**src/rtl/input_debouncer_if.sv**
```systemverilog
// rtl/input_debouncer_if.sv - raw level in, debounced level and settling flag out
interface input_debouncer_if;
    logic level_raw;
    logic level_out;
    logic settling;

    modport master (
        output level_raw,
        input  level_out,
        input  settling
    );

    modport slave (
        input  level_raw,
        output level_out,
        output settling
    );
endinterface

```
**src/rtl/input_debouncer.sv**
```systemverilog
// rtl/input_debouncer.sv - synchroniser plus settle-timer FSM producing a clean debounced level
module input_debouncer #(
    parameter int   SYNC_DEPTH    = 2,
    parameter int   STABLE_CYCLES = 1000,
    parameter int   COUNTER_WIDTH = 10,
    parameter logic RESET_VALUE   = 1'b0
) (
    input  logic               clock,
    input  logic               clear,
    input_debouncer_if.slave   deb
);

    typedef enum logic {
        STABLE   = 1'b0,
        SETTLING = 1'b1
    } state_t;

    localparam logic [COUNTER_WIDTH-1:0] STABLE_MAX = COUNTER_WIDTH'(STABLE_CYCLES);
    localparam logic [COUNTER_WIDTH-1:0] COUNT_ONE  = COUNTER_WIDTH'(1);

    logic [SYNC_DEPTH-1:0]    sync_q;
    logic                     synced;
    state_t                   state_q, state_d;
    logic [COUNTER_WIDTH-1:0] count_q, count_d;
    logic                     level_q, level_d;

    assign synced = sync_q[SYNC_DEPTH-1];

    always_ff @(posedge clock) begin
        if (clear) begin
            sync_q  <= {SYNC_DEPTH{RESET_VALUE}};
            state_q <= STABLE;
            count_q <= '0;
            level_q <= RESET_VALUE;
        end else begin
            sync_q  <= {sync_q[SYNC_DEPTH-2:0], deb.level_raw};
            state_q <= state_d;
            count_q <= count_d;
            level_q <= level_d;
        end
    end

    // Any return of synced to the current level restarts timing from zero.
    always_comb begin
        state_d = state_q;
        count_d = count_q;
        level_d = level_q;
        case (state_q)
            STABLE: begin
                if (synced != level_q) begin
                    state_d = SETTLING;
                    count_d = COUNT_ONE;
                end else begin
                    count_d = '0;
                end
            end
            SETTLING: begin
                if (synced == level_q) begin
                    state_d = STABLE;
                    count_d = '0;
                end else if (count_q == STABLE_MAX) begin
                    level_d = synced;
                    state_d = STABLE;
                    count_d = '0;
                end else begin
                    count_d = count_q + COUNT_ONE;
                end
            end
            default: begin
                state_d = STABLE;
                count_d = '0;
            end
        endcase
    end

    assign deb.level_out = level_q;
    assign deb.settling  = (state_q == SETTLING);

endmodule

```
**src/flat_wrapper.sv**
```systemverilog
// flat-port wrapper written by rule: the top's interface ports become plain ports
module input_debouncer_flat 
#(
    parameter int   SYNC_DEPTH    = 2,
    parameter int   STABLE_CYCLES = 1000,
    parameter int   COUNTER_WIDTH = 10,
    parameter logic RESET_VALUE   = 1'b0
)
  (clock, clear, deb_level_raw, deb_level_out, deb_settling);
  input_debouncer_if deb_i ();
  input  logic clock;
  input  logic clear;
  input wire logic [$bits(deb_i.level_raw)-1:0] deb_level_raw;
  output wire logic [$bits(deb_i.level_out)-1:0] deb_level_out;
  output wire logic [$bits(deb_i.settling)-1:0] deb_settling;
  assign deb_i.level_raw = deb_level_raw;
  assign deb_level_out = deb_i.level_out;
  assign deb_settling = deb_i.settling;
  input_debouncer #(.SYNC_DEPTH(SYNC_DEPTH), .STABLE_CYCLES(STABLE_CYCLES), .COUNTER_WIDTH(COUNTER_WIDTH), .RESET_VALUE(RESET_VALUE)) u_core (.clock(clock), .clear(clear), .deb(deb_i));
endmodule
```
**config.mk**
```make
export PLATFORM = sky130hd
export DESIGN_NAME = input_debouncer_flat
export DESIGN_NICKNAME = d
export VERILOG_FILES = /design/src/rtl/input_debouncer_if.sv /design/src/rtl/input_debouncer.sv /design/src/flat_wrapper.sv
export SDC_FILE = /design/constraint.sdc
export NUM_CORES = 1
export LEC_CHECK = 0
export ABC_AREA = 1
export CAP_MARGIN = 20
export CORE_UTILIZATION = 30
export DETAILED_ROUTE_END_ITERATION = 10
export SLEW_MARGIN = 15
export SYNTH_ARGS = -nofsm -noshare
export SYNTH_HDL_FRONTEND = slang
export SYNTH_SLANG_ARGS = --single-unit
```
**constraint.sdc**
```tcl
create_clock -name clock -period 2.3 [get_ports clock]
set_input_delay 0.46 -clock clock [delete_from_list [all_inputs] [get_ports clock]]
set_output_delay 0.46 -clock clock [all_outputs]
set_load 0.05 [all_outputs]
```
# Word level (Yosys, flattened, before mapping)
# Index checks and enable logic that the tools add are counted.
# op_classes
n_addsub,1
n_eq_ne,3
muxes,8
n_bitwise,2
n_reduce_logical,1
# op_table
cell,n
10-bit two-way mux,2
10-bit one-hot mux with 2 select lines,1
"10-bit by 1-bit adder with 10-bit output, second input constant",1
"10-bit equality test, second input constant",1
1-bit two-way mux,4
3-bit AND reduction,1
1-bit inverter,2
1-bit one-hot mux with 2 select lines,1
1-bit equality test,1
1-bit != test,1
# totals
reg_bits,14
in_bits,3
out_inout_bits,2
word_cells,19

# Depth between registers and ports, before layout
# Gate-level depths: netlist of the first run.
# logic_depth
depth_word,4
depth_mapped,8
depth_no_buf,8

# Worst setup path before layout of the first run
# No wires, ideal clock.
# synth_path
kind,register -> register
start,register u_core.level_q (netlist: u_core.deb.level_out)
end,register u_core.count_q[4]
setup_ps,71
arrival_ps,1244
required_time_ps,2229
setup_slack_ps,985
stages_incl_launch_ff,6
n_path_buf,0
path_cell_list,dfxtp_1 > or2_1 > nand2_1 > nor2_2 > nand3_4 > a21oi_1
# synth_between
elab_chain_len,3
# synth_rtl
element,line_no,source
from (decl),input_debouncer.sv:25,"logic level_q, level_d;"
from (signal assigned),input_debouncer.sv:39,level_q <= level_d;
1-bit equality test,input_debouncer.sv:58,if (synced == level_q) begin
10-bit two-way mux,input_debouncer.sv:58,
10-bit one-hot mux with 2 select lines,input_debouncer.sv:48,case (state_q)
to (signal assigned),input_debouncer.sv:38,count_q <= count_d;
to (decl),input_debouncer.sv:24,"logic [COUNTER_WIDTH-1:0] count_q, count_d;"
# Every way passes these cells.
# A chain may end at the register's enable or synchronous reset.

# Worst setup path after layout of the first run
# layout_path
start,register u_core.state_q (netlist: u_core.deb.settling)
end,output port deb_settling
# layout_lines
element,line_no,source
from (decl),input_debouncer.sv:23,"state_t state_q, state_d;"
from (signal assigned),input_debouncer.sv:37,state_q <= state_d;
to (decl),flat_wrapper.sv:15,output wire logic [$bits(deb_i.settling)-1:0] deb_settling;
# No word-level cell between the ends.

==> impl_metrics.yaml, run 1 <==
drt:
  drc: 0
  first_pass_iters: 4
  postRouteAntennaNets: 0
  drt_wl_total_um: 1060
  num_vias: 534
  vias_per_cell: 4.38
  dr.first_iter.drc_count: 4
  wl_per_cell_um: 8.70
yosys:
  synth_enable_flop_cells: 0
  yosysMostFrequentCell: "nand2_1"
  yosysTopAreaCell: "dfxtp_1"
  seq_area_frac_synth_pct: 41.8
  syn-num-nets: 93
  yosysWarningCount: 0
  yosys-top-cells-area: "dfxtp_1 42%, nand2_1 9.5%, inv_1 9.0%"
  netlist_instances: 88
  synth_top_area_share_pct: 41.8
  async_flop_share_pct: 0
  ys_types: 20
  syn_avg_cell_area_um2: 7.62
  netlist_area_um2: 671
  synth_flop_cell: "dfxtp_1"
  ys_seq_elements: 14
  synth_top_cells_by_count: "17 x nand2_1, 16 x inv_1, 14 x dfxtp_1"
finish:
  syn_to_final_growth_pct: 14.4
  fin_nets: 102
  diodes: 0
  drive_above_1_share_pct: 12.6
die:
  die_w_um: 49.3
  coreArea_mm2: 0.00202
  die_h_um: 49.3
  dieArea_mm2: 0.00243
  rows: 16
  io_pins: 5
  initial_utilization_pct: 33.2
timing:
  rsz0062_at_grt: "no"
  setup_viol: 0
  relSlewSlack_pct: 67.1
  timing.fmax_mhz: 502
  fin_crit_sh_pct: 86.5
  hold_viol: 0
  tightest_slew_ns: 0.492
  drv_slew: 0
  holdWs_ns: 0.408
  skew_ns: 0.00269
  tns_ns: 0
  period_needed_ns: 1.99
pwr:
  p_leak_nw: 0.294
  peakVddDrop_mv: 0.263
  powerDensity_mw_per_mm2: 519
global_route:
  grt_pass1_wl_um: 1960
  grt-ovfl-total: 0
  track_usage_pct: 10.7
  antenna_found_initial: 0
  grt_start_max_net_pins: 10
  grt_pass1_vias: 488
clock_tree:
  h-tree-depth: 1
  path_clk_slew_ns: 0.08
  numCtsBuffers: 3
  cts_tree: "done"
  cts_resized: 0
  clockBufferDepth: 2
  clock-sinks: 14
  root_buffer: "clkbuf_4"
  hold_buffers: 0
  clock_latency_ns: 0.28
  post_cts_buffers: 0
setup_path:
  crit_slowest_cell: "clkdlybuf4s50_1"
  required_ns: 1.84
  end_kind: "primary output"
  arrival_ns: 1.53
  critical_path.cell_chain: "clkdlybuf4s50_1"
  cp-start-kind: "flip-flop"
  crit_path_max_fanout: 4
  crit_type: "flip-flop to primary output"
  crit_family: "buffers and inverters"
  critPathBufInv: 1
  critPathMaxStageDelay_ns: 0.83
run:
  cap_viol_max_count: 0
place:
  dp_hpwl_um: 800
  portBuffers: 4
  gp_congestion: 0.684
min_path:
  hold_path_class: "flip-flop to flip-flop"
status:
  status: "complete, no violations"
==> cells in the final DEF, fill, tap and decap left out <==
cell / Yosys / layout
nor2_1: 10 / 10
nand3b_1: 1 / 1
a21oi_1: 5 / 5
nand4_1: 3 / 3
xor2_1: 1 / 1
nand2_1: 17 / 17
nand2_2: 2 / 2
xnor2_1: 2 / 2
or2_1: 1 / 1
nor2_4: 1 / 1
o21ai_0: 1 / 1
nand3_4: 1 / 1
clkdlybuf4s50_1: 0 / 4
nand3_2: 1 / 1
ha_1: 2 / 2
nand4_2: 1 / 1
or2_0: 2 / 2
clkbuf_4: 0 / 3
nor2_2: 3 / 3
nand3_1: 4 / 4
dfxtp_1: 14 / 14
inv_1: 16 / 16
==> cell type report <==
class / count / area, um^2
fill: 221 / 1250
sequential: 14 / 280
clock buffer: 3 / 22.5
inverter: 16 / 60.1
multi-input combinational: 58 / 330
tap: 27 / 33.8
timing repair buffer: 4 / 40.0
==> kinds of logic after synthesis <==
logic type,share of synthesized area [%]
and+or+nand+nor,37.1
DFF,41.8
xor gates and xnor gates,3.92
buffers and inverters,8.96
adders and majority gates,3.73
AOI/OAI and AO/OA,4.48
==> per-stage QoR <==
stage | cell area (um^2) | instances | power, W | setup WS (ns) | utilization, %
after CTS | 767 | 122 | 0.000406 | 0.282 | 37.9
after floorplan | 671 | 88 | 0.000259 | 0.985 | -
final | 767 | 122 | 0.000398 | 0.310 | 37.9
after global placement | 744 | 119 | 0.000265 | 0.610 | 36.8
after detailed placement | 744 | 119 | 0.000265 | 0.605 | 36.8
after global routing | 767 | 122 | 0.000414 | 0.256 | 37.9
==> registers in the layout, summed over array words and instances (netlist names) <==
name and flops:
u_core.deb.settling 1, u_core.deb.level_out 1, u_core.sync_q 2, u_core.count_q 10
==> power by group <==
part           switching, W   total, W  leakage [nW]  internal [W]
combinational    0.00000629  0.0000123         0.167    0.00000601
clock             0.0000786   0.000139        0.0138     0.0000607
sequential       0.00000188   0.000247         0.113      0.000245
==> final timing paths <==
path / slack, ns / cells after the start / to / start
setup / recovery: 0.31 / 1 / deb_settling / u_core.deb.settling$_SDFF_PP0_
hold / removal: 0.41 / 2 / u_core.sync_q[1]$_SDFF_PP0_ / u_core.sync_q[0]$_SDFF_PP0_
setup reg to reg: 1.06 / 7 / u_core.count_q[6]$_SDFF_PP0_ / u_core.count_q[0]$_SDFF_PP0_
hold reg to reg: 0.41 / 2 / u_core.sync_q[1]$_SDFF_PP0_ / u_core.sync_q[0]$_SDFF_PP0_
==> metal layers <==
layer / wire (um) / global-route usage, % / part of all wire, %
met1: 565 / 13.1 / 53
met3: 50 / 5.61 / 4.7
met2: 446 / 15.5 / 42
met4: 0 / 4.41 / 0
met5: 0 / 0 / 0
(Power assumes the default switching activity.)
==> run 2: changes to the inputs <==
--- a/config.mk
+++ b/config.mk
@@ -9,7 +9,6 @@
 export CAP_MARGIN = 20
 export CORE_UTILIZATION = 30
 export DETAILED_ROUTE_END_ITERATION = 10
-export SLEW_MARGIN = 15
 export SYNTH_ARGS = -nofsm -noshare
 export SYNTH_HDL_FRONTEND = slang
 export SYNTH_SLANG_ARGS = --single-unit
==> results of run 2 <==
The final DEF is identical to that of run 1; final timing and power are the same.
==> run 3: changes to the inputs <==
--- a/config.mk
+++ b/config.mk
@@ -6,9 +6,11 @@
 export NUM_CORES = 1
 export LEC_CHECK = 0
 export ABC_AREA = 1
+export ABC_CLOCK_PERIOD_IN_PS = 2300
 export CAP_MARGIN = 20
-export CORE_UTILIZATION = 30
+export CORE_UTILIZATION = 49
 export DETAILED_ROUTE_END_ITERATION = 10
+export PLACE_DENSITY = 0.69
 export SYNTH_ARGS = -nofsm -noshare
 export SYNTH_HDL_FRONTEND = slang
 export SYNTH_SLANG_ARGS = --single-unit
==> run 3 against run 2 <==
Hold slack better by 0.0055 ns. Clock-buffer cell count stayed put. Utilization is 25 points higher. Die area is 37% lower. Clock power is 4% lower. Critical path type unchanged. Largest cell class unchanged. Largest power group unchanged.
==> impl_metrics.yaml, run 3 (same netlist as run 1, synthesis figures left out) <==
status:
  status: "complete, no violations"
timing:
  setup_viol: 0
  hold_viol: 0
  timing.fmax_mhz: 502
  rsz0062_at_grt: "no"
  tns_ns: 0
  holdWs_ns: 0.413
  fin_crit_sh_pct: 86.7
  relSlewSlack_pct: 67.3
  skew_ns: 0.00101
  drv_slew: 0
  tightest_slew_ns: 0.488
  period_needed_ns: 1.99
setup_path:
  crit_family: "buffers and inverters"
  critPathBufInv: 1
  required_ns: 1.84
  critical_path.cell_chain: "clkdlybuf4s50_1"
  end_kind: "primary output"
  arrival_ns: 1.53
  crit_slowest_cell: "clkdlybuf4s50_1"
  cp-start-kind: "flip-flop"
  crit_type: "flip-flop to primary output"
  critPathMaxStageDelay_ns: 0.84
  crit_path_max_fanout: 4
drt:
  num_vias: 534
  postRouteAntennaNets: 0
  drt_wl_total_um: 1050
  drc: 0
  dr.first_iter.drc_count: 7
  wl_per_cell_um: 9.66
  vias_per_cell: 4.90
  first_pass_iters: 3
finish:
  diodes: 0
  top_register: "u_core.count_q"
  syn_to_final_growth_pct: 11.9
  drive_above_1_share_pct: 12.6
  final_cell_mix: "17 x nand2_1, 16 x inv_1, 14 x dfxtp_1, 10 x nor2_1, 5 x a21oi_1"
  largest_reg_flops: 10
  fin_nets: 102
  fin_cells: 109
  post-route-util_pct: 63.3
  mostFrequentLayoutCell: "nand2_1"
  top_regs: "u_core.count_q (10), u_core.sync_q (2)"
  stdcell_area_um2: 751
die:
  io_pins: 5
  die_w_um: 39.0
  rows: 12
  die_h_um: 39.0
  dieArea_mm2: 0.00152
  coreArea_mm2: 0.00119
  initial_utilization_pct: 56.5
place:
  place_area_um2: 728
  dp_hpwl_um: 812
  portBuffers: 4
  gp_congestion: 0.702
  dp.cells: 106
clock_tree:
  cts_tree: "done"
  numCtsBuffers: 3
  cts_resized: 0
  hold_buffers: 0
  clock-sinks: 14
  path_clk_slew_ns: 0.08
  post_cts_buffers: 0
  clockBufferDepth: 2
  root_buffer: "clkbuf_4"
  h-tree-depth: 1
  clock_latency_ns: 0.27
global_route:
  grt_pass1_vias: 471
  grt-ovfl-total: 0
  grt_start_max_net_pins: 10
  grt_pass1_wl_um: 1840
  antenna_found_initial: 0
  track_usage_pct: 18.8
pwr:
  p_leak_nw: 0.294
  powerDensity_mw_per_mm2: 523
  peakVddDrop_mv: 0.367
run:
  cap_viol_max_count: 0
min_path:
  hold_path_class: "flip-flop to flip-flop"
==> run 3: per-layer routing <==
metal / wire (um) / global-route usage [%] / vias to the layer above
li1: - / - / 287
met1: 527 / 20.6 / 235
met2: 462 / 29.6 / 7
met3: 27 / 5.20 / 5
met4: 36 / 15.5 / 0
met5: 0 / 0 / -
==> run 3: final cells by class <==
type / count / area, um^2
clock buffer: 3 / 22.5
fill: 119 / 435
inverter: 16 / 60.1
multi-input combinational: 58 / 330
sequential: 14 / 280
tap: 14 / 17.5
timing repair buffer: 4 / 40.0
==> run 3: path summary, 6_finish.rpt <==
kind	from	cells after the start	slack, ns	end
setup / recovery	u_core.deb.settling$_SDFF_PP0_	1	0.31	deb_settling
hold / removal	u_core.sync_q[0]$_SDFF_PP0_	2	0.41	u_core.sync_q[1]$_SDFF_PP0_
setup reg to reg	u_core.count_q[0]$_SDFF_PP0_	7	1.03	u_core.count_q[8]$_SDFF_PP0_
hold reg to reg	u_core.sync_q[0]$_SDFF_PP0_	2	0.41	u_core.sync_q[1]$_SDFF_PP0_
==> run 3: stage by stage <==
stage | total power, W | worst slack [ns]
6_report | 0.000393 | 0.307
4_1_cts | 0.000399 | 0.290
3_3_place_gp | 0.000265 | 0.611
5_1_grt | 0.000410 | 0.251
3_5_place_dp | 0.000265 | 0.607
2_1_floorplan | 0.000259 | 0.985
==> run 3: where the power goes <==
group	leakage [nW]	switching, W	total, W	internal [W]
registers	0.113	0.00000186	0.000247	0.000245
clock network	0.0138	0.0000728	0.000133	0.0000607
logic	0.167	0.00000643	0.0000125	0.00000606
total	0.294	0.0000811	0.000393	0.000311
